--- src/rtl/alu_result_stage_if.sv ---
// Handshake/data bundle around alu_result_stage.
// Upstream side: ALU result + flags (in_*); downstream side: buffered entry (out_*).
// The stage itself connects through the slave modport; the driver/consumer uses master.
interface alu_result_stage_if #(
  parameter int WIDTH = 32
);
  logic             in_valid;
  logic             in_ready;
  logic [WIDTH-1:0] in_result;
  logic [2:0]       in_op;
  logic             in_cout;
  logic             in_overflow;
  logic             in_zero;

  logic             out_valid;
  logic             out_ready;
  logic [WIDTH-1:0] out_result;
  logic [2:0]       out_op;
  logic             out_cout;
  logic             out_overflow;
  logic             out_zero;
  logic             out_neg;

  modport slave (
    input  in_valid, in_result, in_op, in_cout, in_overflow, in_zero,
    output in_ready,
    output out_valid, out_result, out_op, out_cout, out_overflow, out_zero, out_neg,
    input  out_ready
  );

  modport master (
    output in_valid, in_result, in_op, in_cout, in_overflow, in_zero,
    input  in_ready,
    input  out_valid, out_result, out_op, out_cout, out_overflow, out_zero, out_neg,
    output out_ready
  );
endinterface

--- src/rtl/alu_result_stage.sv ---
// alu_result_stage: two-entry (head + skid) pipeline register behind the sliced ALU.
// Qualifies overflow by opcode at capture and counts retired operations.
// Optional feature macro: ALU_STICKY_OVF_EN adds a sticky overflow status bit
// (set on retiring an overflowing entry, cleared by clr_sticky, set wins).
//
// state   | meaning
// --------+---------------------------------------------
// S_EMPTY | no valid entry
// S_ONE   | head valid, skid empty
// S_TWO   | head and skid valid, in_ready held low
module alu_result_stage #(
  parameter int WIDTH = 32,
  parameter int CNT_W = 16
) (
  input  logic              clk,
  input  logic              rst,
  alu_result_stage_if.slave bus,
  output logic [CNT_W-1:0]  ops_retired,
  input  logic              clr_sticky,
  output logic              sticky_ovf
);

  typedef enum logic [1:0] {S_EMPTY, S_ONE, S_TWO} state_t;

  typedef struct packed {
    logic [WIDTH-1:0] result;
    logic [2:0]       op;
    logic             cout;
    logic             ovf;
    logic             zero;
  } entry_t;

  state_t           r_state;
  state_t           w_next_state;
  entry_t           r_head;
  entry_t           r_skid;
  entry_t           w_incoming;
  logic             r_out_valid;
  logic             r_in_ready;
  logic [CNT_W-1:0] r_ops_retired;
  logic             w_push;
  logic             w_pop;
  logic             w_load_head;
  logic             w_head_from_skid;
  logic             w_load_skid;

  assign w_push = bus.in_valid & r_in_ready;
  assign w_pop  = r_out_valid & bus.out_ready;

  // Only arithmetic ops (op[1]=1) can overflow; logical ops force the flag low.
  assign w_incoming.result = bus.in_result;
  assign w_incoming.op     = bus.in_op;
  assign w_incoming.cout   = bus.in_cout;
  assign w_incoming.ovf    = bus.in_overflow & bus.in_op[1];
  assign w_incoming.zero   = bus.in_zero;

  // State register.
  always_ff @(posedge clk) begin
    if (rst) r_state <= S_EMPTY;
    else     r_state <= w_next_state;
  end

  // Next-state and entry-load decisions.
  always_comb begin
    w_next_state     = r_state;
    w_load_head      = 1'b0;
    w_head_from_skid = 1'b0;
    w_load_skid      = 1'b0;
    case (r_state)
      S_EMPTY: begin
        if (w_push) begin
          w_next_state = S_ONE;
          w_load_head  = 1'b1;
        end
      end
      S_ONE: begin
        case ({w_push, w_pop})
          2'b10: begin
            w_next_state = S_TWO;
            w_load_skid  = 1'b1;
          end
          2'b01: w_next_state = S_EMPTY;
          2'b11: begin
            w_next_state = S_ONE;
            w_load_head  = 1'b1;
          end
          default: w_next_state = S_ONE;
        endcase
      end
      S_TWO: begin
        if (w_pop) begin
          w_next_state     = S_ONE;
          w_load_head      = 1'b1;
          w_head_from_skid = 1'b1;
        end
      end
      default: w_next_state = S_EMPTY;
    endcase
  end

  // Registered handshake outputs derived from the next state, so in_ready
  // never depends combinationally on out_ready.
  always_ff @(posedge clk) begin
    if (rst) begin
      r_out_valid <= 1'b0;
      r_in_ready  <= 1'b1;
    end else begin
      r_out_valid <= (w_next_state != S_EMPTY);
      r_in_ready  <= (w_next_state != S_TWO);
    end
  end

  // Head/skid entry storage; head holds its value when not reloaded.
  always_ff @(posedge clk) begin
    if (rst) begin
      r_head <= '0;
      r_skid <= '0;
    end else begin
      if (w_load_head) r_head <= w_head_from_skid ? r_skid : w_incoming;
      if (w_load_skid) r_skid <= w_incoming;
    end
  end

  // Retired-operation counter, wraps silently.
  always_ff @(posedge clk) begin
    if (rst)        r_ops_retired <= '0;
    else if (w_pop) r_ops_retired <= r_ops_retired + 1'b1;
  end

`ifdef ALU_STICKY_OVF_EN
  logic r_sticky_ovf;

  // Sticky overflow: a retiring overflow beats a same-cycle clear.
  always_ff @(posedge clk) begin
    if (rst)                      r_sticky_ovf <= 1'b0;
    else if (w_pop & r_head.ovf)  r_sticky_ovf <= 1'b1;
    else if (clr_sticky)          r_sticky_ovf <= 1'b0;
  end

  assign sticky_ovf = r_sticky_ovf;
`else
  logic w_unused_clr_sticky;
  assign w_unused_clr_sticky = clr_sticky;
  assign sticky_ovf          = 1'b0;
`endif

  assign bus.in_ready     = r_in_ready;
  assign bus.out_valid    = r_out_valid;
  assign bus.out_result   = r_head.result;
  assign bus.out_op       = r_head.op;
  assign bus.out_cout     = r_head.cout;
  assign bus.out_overflow = r_head.ovf;
  assign bus.out_zero     = r_head.zero;
  assign bus.out_neg      = r_head.result[WIDTH-1];
  assign ops_retired      = r_ops_retired;

endmodule

--- src/flat_wrapper.sv ---
// flat-port wrapper written by rule: the top's interface ports become plain ports
module alu_result_stage_flat 
#(
  parameter int WIDTH = 32,
  parameter int CNT_W = 16
)
  (clk, rst, ops_retired, clr_sticky, sticky_ovf, bus_in_valid, bus_in_result, bus_in_op, bus_in_cout, bus_in_overflow, bus_in_zero, bus_in_ready, bus_out_valid, bus_out_result, bus_out_op, bus_out_cout, bus_out_overflow, bus_out_zero, bus_out_neg, bus_out_ready);
  alu_result_stage_if #(.WIDTH(WIDTH)) bus_i ();
  input  logic clk;
  input  logic rst;
  output logic [CNT_W-1:0] ops_retired;
  input  logic clr_sticky;
  output logic sticky_ovf;
  input wire logic [$bits(bus_i.in_valid)-1:0] bus_in_valid;
  input wire logic [$bits(bus_i.in_result)-1:0] bus_in_result;
  input wire logic [$bits(bus_i.in_op)-1:0] bus_in_op;
  input wire logic [$bits(bus_i.in_cout)-1:0] bus_in_cout;
  input wire logic [$bits(bus_i.in_overflow)-1:0] bus_in_overflow;
  input wire logic [$bits(bus_i.in_zero)-1:0] bus_in_zero;
  output wire logic [$bits(bus_i.in_ready)-1:0] bus_in_ready;
  output wire logic [$bits(bus_i.out_valid)-1:0] bus_out_valid;
  output wire logic [$bits(bus_i.out_result)-1:0] bus_out_result;
  output wire logic [$bits(bus_i.out_op)-1:0] bus_out_op;
  output wire logic [$bits(bus_i.out_cout)-1:0] bus_out_cout;
  output wire logic [$bits(bus_i.out_overflow)-1:0] bus_out_overflow;
  output wire logic [$bits(bus_i.out_zero)-1:0] bus_out_zero;
  output wire logic [$bits(bus_i.out_neg)-1:0] bus_out_neg;
  input wire logic [$bits(bus_i.out_ready)-1:0] bus_out_ready;
  assign bus_i.in_valid = bus_in_valid;
  assign bus_i.in_result = bus_in_result;
  assign bus_i.in_op = bus_in_op;
  assign bus_i.in_cout = bus_in_cout;
  assign bus_i.in_overflow = bus_in_overflow;
  assign bus_i.in_zero = bus_in_zero;
  assign bus_in_ready = bus_i.in_ready;
  assign bus_out_valid = bus_i.out_valid;
  assign bus_out_result = bus_i.out_result;
  assign bus_out_op = bus_i.out_op;
  assign bus_out_cout = bus_i.out_cout;
  assign bus_out_overflow = bus_i.out_overflow;
  assign bus_out_zero = bus_i.out_zero;
  assign bus_out_neg = bus_i.out_neg;
  assign bus_i.out_ready = bus_out_ready;
  alu_result_stage #(.WIDTH(WIDTH), .CNT_W(CNT_W)) u_core (.clk(clk), .rst(rst), .bus(bus_i), .ops_retired(ops_retired), .clr_sticky(clr_sticky), .sticky_ovf(sticky_ovf));
endmodule
--- config.mk ---
export PLATFORM = sky130hd
export DESIGN_NAME = alu_result_stage_flat
export DESIGN_NICKNAME = d
export VERILOG_FILES = /design/src/rtl/alu_result_stage_if.sv /design/src/rtl/alu_result_stage.sv /design/src/flat_wrapper.sv
export SDC_FILE = /design/constraint.sdc
export NUM_CORES = 1
export LEC_CHECK = 0
export ABC_CLOCK_PERIOD_IN_PS = 4400
export CAP_MARGIN = 20
export CORE_MARGIN = 5
export CORE_UTILIZATION = 52
export CTS_CLUSTER_DIAMETER = 60
export DETAILED_ROUTE_END_ITERATION = 8
export GPL_ROUTABILITY_DRIVEN = 1
export GPL_TIMING_DRIVEN = 0
export MAX_ROUTING_LAYER = met4
export PLACE_DENSITY = 0.9
export SLEW_MARGIN = 5
export SYNTH_ARGS = -nofsm -noshare
export SYNTH_HDL_FRONTEND = slang
export SYNTH_SLANG_ARGS = --single-unit
--- constraint.sdc ---
create_clock -name clk -period 4.4 [get_ports clk]
set_input_delay 0.88 -clock clk [delete_from_list [all_inputs] [get_ports clk]]
set_output_delay 0.88 -clock clk [all_outputs]
set_load 0.02 [all_outputs]
* After elaboration in Yosys (flattened, before gate mapping)
Index checks and enable logic that the tools add are counted.
** Operators by class
- Add/sub/neg operators :: 1
- Multiply operators :: 0
- Divide/modulo/power cells :: 0
- $lt $le $gt $ge :: 0
- Equality and inequality tests :: 6
- Shift operators :: 0
- Mux-type cells :: 12
- Bitwise logic cells :: 3
- Reduce and logical (&&, ||, !) cells :: 2
** Operators by type and width (number)
- $mux W38 :: 1
- $add A16 B1 Y16 const B :: 1
- $eq A2 B2 Y1 const B :: 3
- $mux W1 :: 6
- $pmux W2 S3 :: 1
- $eq A2 B1 Y1 const B :: 2
- $mux W2 :: 2
- $pmux W2 S2 :: 1
- $and A1 B1 Y1 :: 3
- $pmux W1 S3 :: 1
- $logic_not A2 Y1 :: 1
- $ne A2 B2 Y1 const B :: 1
- $reduce_bool A2 Y1 :: 1
** Storage, ports and cells
- Register bits after elaboration :: 96
- Bits in latches :: 0
- Bits in writable memories :: 0
- Bits in read-only memories :: 0
- Input bits :: 43
- Output and inout port bits :: 58
- Word-level logic and storage cells :: 38
- Memories :: 0

* Logic depth before layout (Yosys ltp)
Gate-level depths: netlist of the first run.
- Depth after elaboration :: 5
- Depth in mapped cells :: 6
- Mapped depth without buffers :: 5

* Worst setup path after synthesis of the first run
No wires, ideal clock.
- Path type :: input port to flip-flop
- Start point :: input bus_out_ready
- End point :: register u_core.r_ops_retired[15] (netlist: u_core.ops_retired[15])
- Library setup time :: 0.070 ns
- Data arrival time :: 1.914 ns
- Data required time :: 4.330 ns
- Path slack :: 2.415 ns
- Stages on the path :: 4
- Buffers on the path :: 0
- Cell sequence :: nand4_1 or3_4 or4_1 a21oi_1
** Between the ends
- Word-level cells in the longest chain between the ends :: 1
** RTL lines
- start: declaration :: line flat_wrapper.sv:28 : input wire logic [$bits(bus_i.out_ready)-1:0] bus_out_ready;
- $and A1 B1 Y1 :: line alu_result_stage.sv:48 : assign w_pop = r_out_valid & bus.out_ready;
- end signal: assignment :: line alu_result_stage.sv:127 : else if (w_pop) r_ops_retired <= r_ops_retired + 1'b1;
- end: declaration :: line alu_result_stage.sv:40 : logic [CNT_W-1:0] r_ops_retired;
No other way between the ends.
A chain may end at the register's enable or synchronous reset.

* Final worst setup path of the first run
- Start point :: input bus_out_ready
- End point :: register u_core.r_head, in the netlist u_core.bus.out_result[30]
** Between the ends
- Word-level cells in the longest chain between the ends :: 4
- Elaborated cells between the ends (all ways) :: 7
- Classes of those cells :: 1 x eq/ne; 5 x mux; 1 x bitwise
** RTL lines
- $and A1 B1 Y1 (*) :: line alu_result_stage.sv:48
- $eq A2 B2 Y1 / $mux W1 (equally long branches) :: line alu_result_stage.sv:77, alu_result_stage.sv:91
- $mux W1, on equally long branches :: line alu_result_stage.sv:77, alu_result_stage.sv:69
- $pmux W1 S3 / $mux W38 (equally long branches) :: line alu_result_stage.sv:69, alu_result_stage.sv:119
- end signal: assignment :: line alu_result_stage.sv:119 : if (w_load_head) r_head <= w_head_from_skid ? r_skid : w_incoming;
- end: declaration :: line alu_result_stage.sv:35 : entry_t r_head;
Mark *: on every way between the ends. The rest lies on a longest branch, timed or not.

==> impl_metrics.toml, run 1 <==
[status]
status = "completed"

[die]
die_h_um = 96.2
die_w_um = 96.2
die_area_um2 = 9260
start_util_pct = 53.3
rows = 31
coreArea_um2 = 7250
top_level_ports = 101

[timing]
finalClockSkew_ns = 0.0105
period_needed_ns = 2.58
finalHoldWorstSlack_ns = 0.457
final_max_slew_viol_count = 0
maxClockFrequency_mhz = 387
final.setup.worst_slack_ns = 1.82
max_slew_margin_pct = 62.1
min_period_over_period_pct = 58.7
rsz0062_at_grt = "false"
setup_viol = 0
tightest_slew_ns = 0.569
finalHoldViolations = 0
tns_ns = 0

[cts]
post-cts-setup-buffer-count = 0
tritoncts = "built"
ctsResizeCount = 0
clock_latency_ns = 0.37
hold_buffers = 0
cts.reportedPaths.clkPinSlew_ns = 0.10
max-clock-path-buffers = 2
cts-root-buf = "clkbuf_8"
cts_max_level = 3
clock_sinks = 96
cts_made_buffers = 9

[power]
seq_power_share_pct = 49.1
ir_worst_vdd_uv = 287
p_int_w = 0.00139
p_comb_share_pct = 20.2
switching_share_pct = 29.8
power_density_nw_per_um2 = 383
p_leak_nw = 2.05
power.switching_w = 0.000589
power_frac_clock_pct = 30.7

[global_routing]
grt_max_degree = 19
grt_pass1_vias = 3334
antenna_found_initial = 0
grt.total_usage_pct = 22.5
grt_overflow = 0
grt_pass1_wl_um = 15600

[yosys]
ys_warn_count = 0
yosysTopAreaCell = "dfxtp_1"
syn_nets = 488
synth_cells = 444
syn_area_per_cell_um2 = 8.71
synthFlopType = "dfxtp_1"
netlist_top_cells_count = "dfxtp_1 (96), nand2_1 (85), nor2_1 (50)"
synth_seq_area_share_pct = 49.7
post-synth-top-area-fraction_pct = 49.7
syn-cell-area_um2 = 3870
yosys.cell_count.top_type = "dfxtp_1"
synth_edf_count = 0
synth_area_leaders = "dfxtp_1 (50%), mux2i_1 (9.8%), nand2_1 (8.2%), a211oi_1 (7.4%), a21oi_1 (6.0%)"
ys_ff_latch = 96
async_reset_ff_share_pct = 0
yosysUniqueCellTypes = 36

[drt]
drt-pass1-iter-count = 5
num_vias = 3513
viasPerCell = 5.36
wl_per_cell_um = 15.1
finalWirelength_um = 9930
ant_nets = 0
drtIter0Drc = 169
drcViolationCount = 0

[place]
portBuffers = 97
dp.cells = 640
gp_congestion = 0.828
place_ws_ns = 1.42
hpwl_um = 7240
place_area_um2 = 4960

[setup_path]
path_class = "in -> reg"
slowest_stage = "clkdlybuf4s50_1"
cp-start-kind = "input pin"
path_max_fanout = 10
critPathLaunch = "bus_out_ready"
worst-endpoint-arrival_ns = 2.86
crit_required_ns = 4.68
cpPeakStageDelay_ns = 0.58
crit_chain = "clkdlybuf4s50_1 -> a21boi_1 -> o31ai_2 -> buf_2 -> buf_4 -> nor2_1 -> a211oi_1"
critical_path.top_delay_family = "buffers and inverters"
cp_num_buf_inv = 3
cp-end-kind = "register"
timing.rr.start = "u_core.bus.out_valid$_SDFF_PP0_"

[layout]
layout-drive-gt1-share_pct = 6.10
num-fill-cells = 561
diodes = 0
fin_cells = 656
final_nets = 596
multi_input_area_um2 = 1770
area_growth_pct = 33.7
stdcell_area_um2 = 5170
ff_latch_area_um2 = 1920

[min_path]
hold_class = "reg -> reg"
hp-start = "u_core.r_skid[3]$_SDFFE_PP0P_"

[flow_run]
maxCapViolCount = 0
[routing by layer]
metal,wire length [um],vias to the layer above,GRT usage [%]
met5,0,-,-
met4,197,0,8.06
li1,-,1736,-
met2,4940,124,36.5
met3,618,18,5.08
met1,4170,1635,27.3
[worst paths after layout]
check	cells past startpoint	slack, ns	endpoint
worst min register to register	2	0.46	u_core.r_skid[3]$_SDFFE_PP0P_
worst max-delay path	7	1.82	u_core.bus.out_result[30]$_SDFFE_PP0P_
worst max register to register	6	2.46	u_core.bus.out_result[30]$_SDFFE_PP0P_
worst min-delay path	2	0.46	u_core.r_skid[3]$_SDFFE_PP0P_
[layout make-up]
cell class / count / area share, %
Clock inverter: 7 / 1.62
Tap cell: 99 / 2.40
Buffer: 34 / 3.05
Inverter: 5 / 0.363
Timing Repair Buffer: 97 / 18.8
Multi-Input combinational cell: 309 / 34.2
Sequential cell: 96 / 37.2
Clock buffer: 9 / 2.40
[power by group through the flow]
stage / clock network [W] / registers (W) / logic (W)
2_1_floorplan: 0 / 0.00104 / 0.000158
3_3_place_gp: 0 / 0.000989 / 0.000386
3_5_place_dp: 0 / 0.000992 / 0.000399
4_1_cts: 0.000609 / 0.000972 / 0.000402
5_1_grt: 0.000649 / 0.000980 / 0.000431
6_report: 0.000609 / 0.000972 / 0.000400
[logic make-up after synthesis]
| family | share of synthesized area [%] |
|---|---|
| muxes | 9.83 |
| xor gates and xnor gates | 2.26 |
| and+or+nand+nor | 17.9 |
| AOI/OAI and AO/OA | 15.3 |
| DFF | 49.7 |
| adders and majority gates | 0.323 |
| buffers and inverters | 4.56 |
| other | 0.0970 |
[cell usage in the layout (no fill, tap or decap), types with 5 or more instances in the layout]
cell,synthesis,routed
dfxtp_1,96,96
clkbuf_1,13,13
inv_1,5,5
or3_1,5,5
xnor2_1,8,8
nand2_1,85,85
clkbuf_8,0,9
nand3_1,5,5
clkdlybuf4s50_1,0,97
buf_1,5,5
a211oi_1,38,38
nor2_1,50,50
mux2i_1,38,38
buf_2,12,12
a21oi_1,46,46
[flip-flops by register name, summed over array words and instances, names as in the netlist]
register                 count
u_core.bus.in_ready          1
u_core.bus.out_cout          1
u_core.bus.out_op            3
u_core.bus.out_overflow      1
u_core.bus.out_result       32
u_core.bus.out_valid         1
u_core.bus.out_zero          1
u_core.ops_retired          16
u_core.r_skid               38
u_core.r_state               2
[tightest hold or removal path, stage by stage (launching register included)]
cell	delay [ns]
dfxtp_1	0.32
nand2_1	0.05
a21oi_1	0.05
[stage by stage]
step | utilization (%) | total power [W]
after CTS | 71.3 | 0.00198
final | 71.3 | 0.00198
after detailed placement | 68.4 | 0.00139
after global routing | 71.3 | 0.00206
after global placement | 68.4 | 0.00137
after floorplan | - | 0.00120
Power figures use the tool's default switching activity.
==> run 2, diff against run 1 <==
--- a/config.mk
+++ b/config.mk
@@ -5,16 +5,16 @@
 export SDC_FILE = /design/constraint.sdc
 export NUM_CORES = 1
 export LEC_CHECK = 0
-export ABC_CLOCK_PERIOD_IN_PS = 4400
+export ABC_CLOCK_PERIOD_IN_PS = 2350
 export CAP_MARGIN = 20
 export CORE_MARGIN = 5
-export CORE_UTILIZATION = 52
+export CORE_UTILIZATION = 44
 export CTS_CLUSTER_DIAMETER = 60
 export DETAILED_ROUTE_END_ITERATION = 8
 export GPL_ROUTABILITY_DRIVEN = 1
 export GPL_TIMING_DRIVEN = 0
 export MAX_ROUTING_LAYER = met4
-export PLACE_DENSITY = 0.9
+export PLACE_DENSITY = 0.81
 export SLEW_MARGIN = 5
 export SYNTH_ARGS = -nofsm -noshare
 export SYNTH_HDL_FRONTEND = slang
==> constraint.sdc (replaced) <==
create_clock -name clk -period 2.35 [get_ports clk]
set_input_delay 0.47 -clock clk [delete_from_list [all_inputs] [get_ports clk]]
set_output_delay 0.47 -clock clk [all_outputs]
set_load 0.02 [all_outputs]
==> run 2 against run 1 <==
Against the previous run:
- core utilization down 11 points
- die area up 16%
- largest cell class unchanged
- flip-flop and latch count unchanged
- clock power up 77%
- sequential share of layout area down 0.072 points
- cell count up 1.4%
- non-clock buffer count unchanged
==> impl_metrics.toml, run 2 (synthesis results as in run 1) <==
[cts]
cts.reportedPaths.clkPinSlew_ns = 0.09
hold_buffers = 0
cts_max_level = 3
clock_sinks = 96
tritoncts = "built"
cts-root-buf = "clkbuf_8"
clock_latency_ns = 0.34
cts_made_buffers = 9
max-clock-path-buffers = 2

[setup_path]
timing.rr.start = "u_core.r_state[1]$_SDFF_PP0_"
worst-endpoint-arrival_ns = 2.38
crit_required_ns = 2.60
critPathLaunch = "bus_out_ready"
r2r_slack_ns = 0.49
cp-end-kind = "register"
cp-start-kind = "input pin"
r2r-end = "u_core.bus.out_overflow$_SDFFE_PP0P_"
path_max_fanout = 10
path_class = "in -> reg"
reg2regPathDepth = 5

[min_path]
hp-start = "u_core.r_skid[26]$_SDFFE_PP0P_"
hold_end = "u_core.r_skid[26]$_SDFFE_PP0P_"
whs_path_depth = 2
hold_class = "reg -> reg"

[place]
place_ws_ns = -0.232
dp.cells = 649
portBuffers = 97
gp_congestion = 0.822
hpwl_um = 7380

[layout]
area_growth_pct = 33.9
final_common_cell = "clkdlybuf4s50_1"
final_nets = 596
largest_register_ffs = 38
ff_latch_area_um2 = 1920
regMostFlops = "u_core.r_skid"
diodes = 0
multi_input_area_um2 = 1780
num-fill-cells = 764
fin_cells = 665
final_util_pct = 60.0
layout-drive-gt1-share_pct = 5.92
mostFrequentLayoutCells = "clkdlybuf4s50_1 (97), dfxtp_1 (96), nand2_1 (85), nor2_1 (50), a21oi_1 (46)"

[die]
coreArea_um2 = 8640
die_area_um2 = 10800
start_util_pct = 44.8
die_w_um = 104
rows = 34
die_h_um = 104
top_level_ports = 101

[timing]
period_needed_ns = 2.13
final.setup.worst_slack_ns = 0.223
tns_ns = 0
maxClockFrequency_mhz = 470
finalClockSkew_ns = 0.00792
rsz0062_at_grt = "false"
final_max_slew_viol_count = 0
tightest_slew_ns = 0.553
setup_viol = 0
min_period_over_period_pct = 90.5
finalHoldViolations = 0
max_slew_margin_pct = 63.1

[drt]
drcViolationCount = 0
drtIter0Drc = 99
wl_per_cell_um = 14.8
num_vias = 3482
drt-pass1-iter-count = 4
ant_nets = 0
finalWirelength_um = 9830
viasPerCell = 5.24

[global_routing]
grt_pass1_vias = 3472
grt.total_usage_pct = 18.6
grt_pass1_wl_um = 16500
grt_overflow = 0
antenna_found_initial = 0
grt_max_degree = 16

[flow_run]
maxCapViolCount = 0

[power]
ir_worst_vdd_uv = 332
p_leak_nw = 2.05
power_density_nw_per_um2 = 703
power_w = 0.00364

[status]
status = "completed"
-- run 2: cell count changes in the layout (fill, tap and decap cells not counted), sizes merged --
cell / delta
inv: -5
clkinv: +3
clkbuf: +2
-- run 2: worst max-delay path, stage by stage --
cell,delay (ns)
clkdlybuf4s50_1,0.58
a21boi_1,0.18
o31ai_4,0.36
buf_2,0.28
buf_4,0.22
nor2_1,0.06
a211oi_1,0.23
-- run 2: how the worst max path moves through the flow --
stage | slack (ns) | endpoint
CTS | 0.12 | u_core.bus.out_op[1]$_SDFFE_PP0P_
global placement | -0.19 | u_core.bus.out_result[28]$_SDFFE_PP0P_
finish | 0.22 | u_core.bus.out_op[1]$_SDFFE_PP0P_
detailed placement | -0.23 | u_core.bus.out_op[1]$_SDFFE_PP0P_
global route | 0.09 | u_core.bus.out_op[1]$_SDFFE_PP0P_
floorplan | 0.62 | u_core.ops_retired[12]$_SDFFE_PP0P_
-- run 2: timing repair --
| item | in CTS | in global routing |
|---|---|---|
| hold endpoints to repair | 0 | 0 |
| setup buffers | 0 | 0 |
| resized for setup | 0 | 1 |
| endpoints found under the setup margin | 0 | 1 |
-- run 2: power breakdown --
| group | total (W) | switching, W | internal, W |
|---|---|---|---|
| logic | 0.000743 | 0.000400 | 0.000343 |
| registers | 0.00182 | 0.0000756 | 0.00175 |
| clock network | 0.00108 | 0.000555 | 0.000520 |
-- run 2: through the flow --
step | hold slack (ns) | area, um2
floorplan | 0.436 | 3870
global placement | 0.441 | 4970
detailed placement | 0.447 | 4970
CTS | 0.458 | 5170
global route | 0.475 | 5180
finish | 0.457 | 5180
-- run 2: final cells by class --
| type | count | share of cell area [%] |
|---|---|---|
| Multi-Input combinational cell | 309 | 34.3 |
| Timing Repair Buffer | 97 | 18.7 |
| Sequential cell | 96 | 37.1 |
| Clock inverter | 5 | 1.09 |
| Inverter | 5 | 0.362 |
| Clock buffer | 11 | 2.73 |
| Tap cell | 108 | 2.61 |
| Buffer | 34 | 3.04 |
-- run 2: layer usage --
layer / wire length, um / vias up / global-route usage (%)
li1: - / 1737 / -
met1: 4350 / 1638 / 22.7
met2: 4900 / 89 / 30.9
met3: 384 / 18 / 3.05
met4: 198 / 0 / 6.75
met5: 0 / - / -
==> run 3, diff against run 2 <==
--- a/config.mk
+++ b/config.mk
@@ -8,13 +8,13 @@
 export ABC_CLOCK_PERIOD_IN_PS = 2350
 export CAP_MARGIN = 20
 export CORE_MARGIN = 5
-export CORE_UTILIZATION = 44
+export CORE_UTILIZATION = 25
 export CTS_CLUSTER_DIAMETER = 60
 export DETAILED_ROUTE_END_ITERATION = 8
 export GPL_ROUTABILITY_DRIVEN = 1
 export GPL_TIMING_DRIVEN = 0
 export MAX_ROUTING_LAYER = met4
-export PLACE_DENSITY = 0.81
+export PLACE_DENSITY = 0.53
 export SLEW_MARGIN = 5
 export SYNTH_ARGS = -nofsm -noshare
 export SYNTH_HDL_FRONTEND = slang
==> run 3 against run 2 <==
Against the previous run:
- first-iteration DRC count is 11% higher
- combinational power is 1% higher
- clock power is 59% higher
- critical path depth stayed put
==> impl_metrics.toml, run 3 (synthesis results as in run 1) <==
[cts]
cts_made_buffers = 9
clock_latency_ns = 0.34
max-clock-path-buffers = 2
tritoncts = "built"
cts-root-buf = "clkbuf_16"
cts_max_level = 3
clock_sinks = 96
hold_buffers = 0
cts.reportedPaths.clkPinSlew_ns = 0.07

[setup_path]
crit_required_ns = 2.59
path_max_fanout = 10
crit_chain = "clkdlybuf4s50_1 -> a21boi_1 -> o31ai_4 -> buf_2 -> buf_4 -> nor2_1 -> a211oi_1"
cp-start-kind = "input pin"
cp_num_buf_inv = 3
cpPeakStageDelay_ns = 0.58
reg2regPathDepth = 6
path_class = "in -> reg"
slowest_stage = "clkdlybuf4s50_1"
cp.depth = 7
critical_path.top_delay_family = "buffers and inverters"
cp-end-kind = "register"
worst-endpoint-arrival_ns = 2.41

[global_routing]
grt_pass1_vias = 3365
grt_max_degree = 16
antenna_found_initial = 0
grt_overflow = 0
grt.total_usage_pct = 12.6
grt_pass1_wl_um = 17300

[layout]
final_nets = 596
fin_cells = 745
diodes = 0
layout-drive-gt1-share_pct = 6.10
largest_register_ffs = 38
stdcell_area_um2 = 5440
final_common_cell = "clkdlybuf4s50_1"
regMostFlops = "u_core.r_skid"
area_growth_pct = 40.6
mostFrequentLayoutCells = "clkdlybuf4s50_1 (97), dfxtp_1 (96), nand2_1 (85), nor2_1 (50), a21oi_1 (46)"

[die]
die_area_um2 = 18100
rows = 45
coreArea_um2 = 15200
start_util_pct = 25.4
die_h_um = 134
top_level_ports = 101
die_w_um = 134

[place]
dp.cells = 729
gp_congestion = 0.729
place_area_um2 = 5070
hpwl_um = 8250
portBuffers = 97

[min_path]
whs_path_depth = 2
hold_class = "reg -> reg"

[timing]
min_period_over_period_pct = 92.1
rsz0062_at_grt = "false"
setup_viol = 0
final_max_slew_viol_count = 0
finalClockSkew_ns = 0.00628
max_slew_margin_pct = 59.4
finalHoldViolations = 0
maxClockFrequency_mhz = 462
tightest_slew_ns = 0.610
period_needed_ns = 2.16

[drt]
ant_nets = 0
wl_per_cell_um = 14.8
drt-pass1-iter-count = 4
drcViolationCount = 0
drtIter0Drc = 110
finalWirelength_um = 11000
num_vias = 3392
viasPerCell = 4.55

[power]
seq_power_share_pct = 42.4
p_comb_share_pct = 17.6
p_int_w = 0.00319
switching_share_pct = 25.7
power_frac_clock_pct = 40.0
power_density_nw_per_um2 = 790
power.switching_w = 0.00110
ir_worst_vdd_uv = 369
p_leak_nw = 2.12

[flow_run]
maxCapViolCount = 0

[status]
status = "completed"
==> run 3: changes by cell type in the layout (fill, tap and decap cells not counted) <==
cell | previous run | this run
clkbuf_16 | 0 | 9
clkinv_4 | 1 | 0
clkbuf_1 | 14 | 13
clkbuf_8 | 10 | 2
bufinv_16 | 1 | 3
clkinv_2 | 2 | 1
==> run 3: metal layers <==
layer	track usage [%]	wire length, um
met3	3.79	519
met2	20.8	5280
met1	15.1	5090
met5	-	0
met4	3.28	112
==> run 3: tightest hold or removal path, stage by stage (launching register included) <==
cell and delay (ns):
dfxtp_1 0.31, nand2_1 0.05, a21oi_1 0.05
==> run 3: layout make-up <==
class | instances | area [um2]
Multi-Input combinational cell | 309 | 1780
Clock buffer | 11 | 253
Fill cell | 1543 | 9760
Timing Repair Buffer | 97 | 971
Tap cell | 188 | 235
Clock inverter | 5 | 103
Sequential cell | 96 | 1920
Inverter | 5 | 18.8
Buffer | 34 | 158
==> run 3: power by group through the flow <==
stage          Combinational, W  Clock (W)  Sequential [W]
2_1_floorplan          0.000295          0         0.00195
3_3_place_gp           0.000750          0         0.00185
3_5_place_dp           0.000761          0         0.00186
4_1_cts                0.000763    0.00178         0.00182
5_1_grt                0.000824    0.00184         0.00184
6_report               0.000754    0.00172         0.00182
==> run 3: final timing paths <==
path / start / slack [ns] / endpoint
max: bus_out_ready / 0.19 / u_core.bus.out_result[28]$_SDFFE_PP0P_
min: u_core.r_skid[21]$_SDFFE_PP0P_ / 0.45 / u_core.r_skid[21]$_SDFFE_PP0P_
max reg2reg: u_core.r_state[1]$_SDFF_PP0_ / 0.43 / u_core.bus.out_result[28]$_SDFFE_PP0P_
min reg2reg: u_core.r_skid[21]$_SDFFE_PP0P_ / 0.45 / u_core.r_skid[21]$_SDFFE_PP0P_
==> run 3: through the flow <==
step / setup slack [ns] / power (W) / setup TNS [ns] / hold WS (ns) / utilization, %
finish: 0.186 / 0.00429 / 0 / 0.453 / 35.8
global route: 0.0443 / 0.00449 / 0 / 0.476 / 35.8
CTS: 0.0832 / 0.00436 / 0 / 0.455 / 35.7
detailed placement: -0.271 / 0.00262 / -7.03 / 0.446 / 33.4
global placement: -0.242 / 0.00260 / -6.14 / 0.441 / 33.4
floorplan: 0.618 / 0.00225 / 0 / 0.436 / -
==> run 3: what timing repair did <==
item,in CTS,in global routing
resized for setup,0,1
setup endpoints to repair,0,13
buffers inserted,0,0
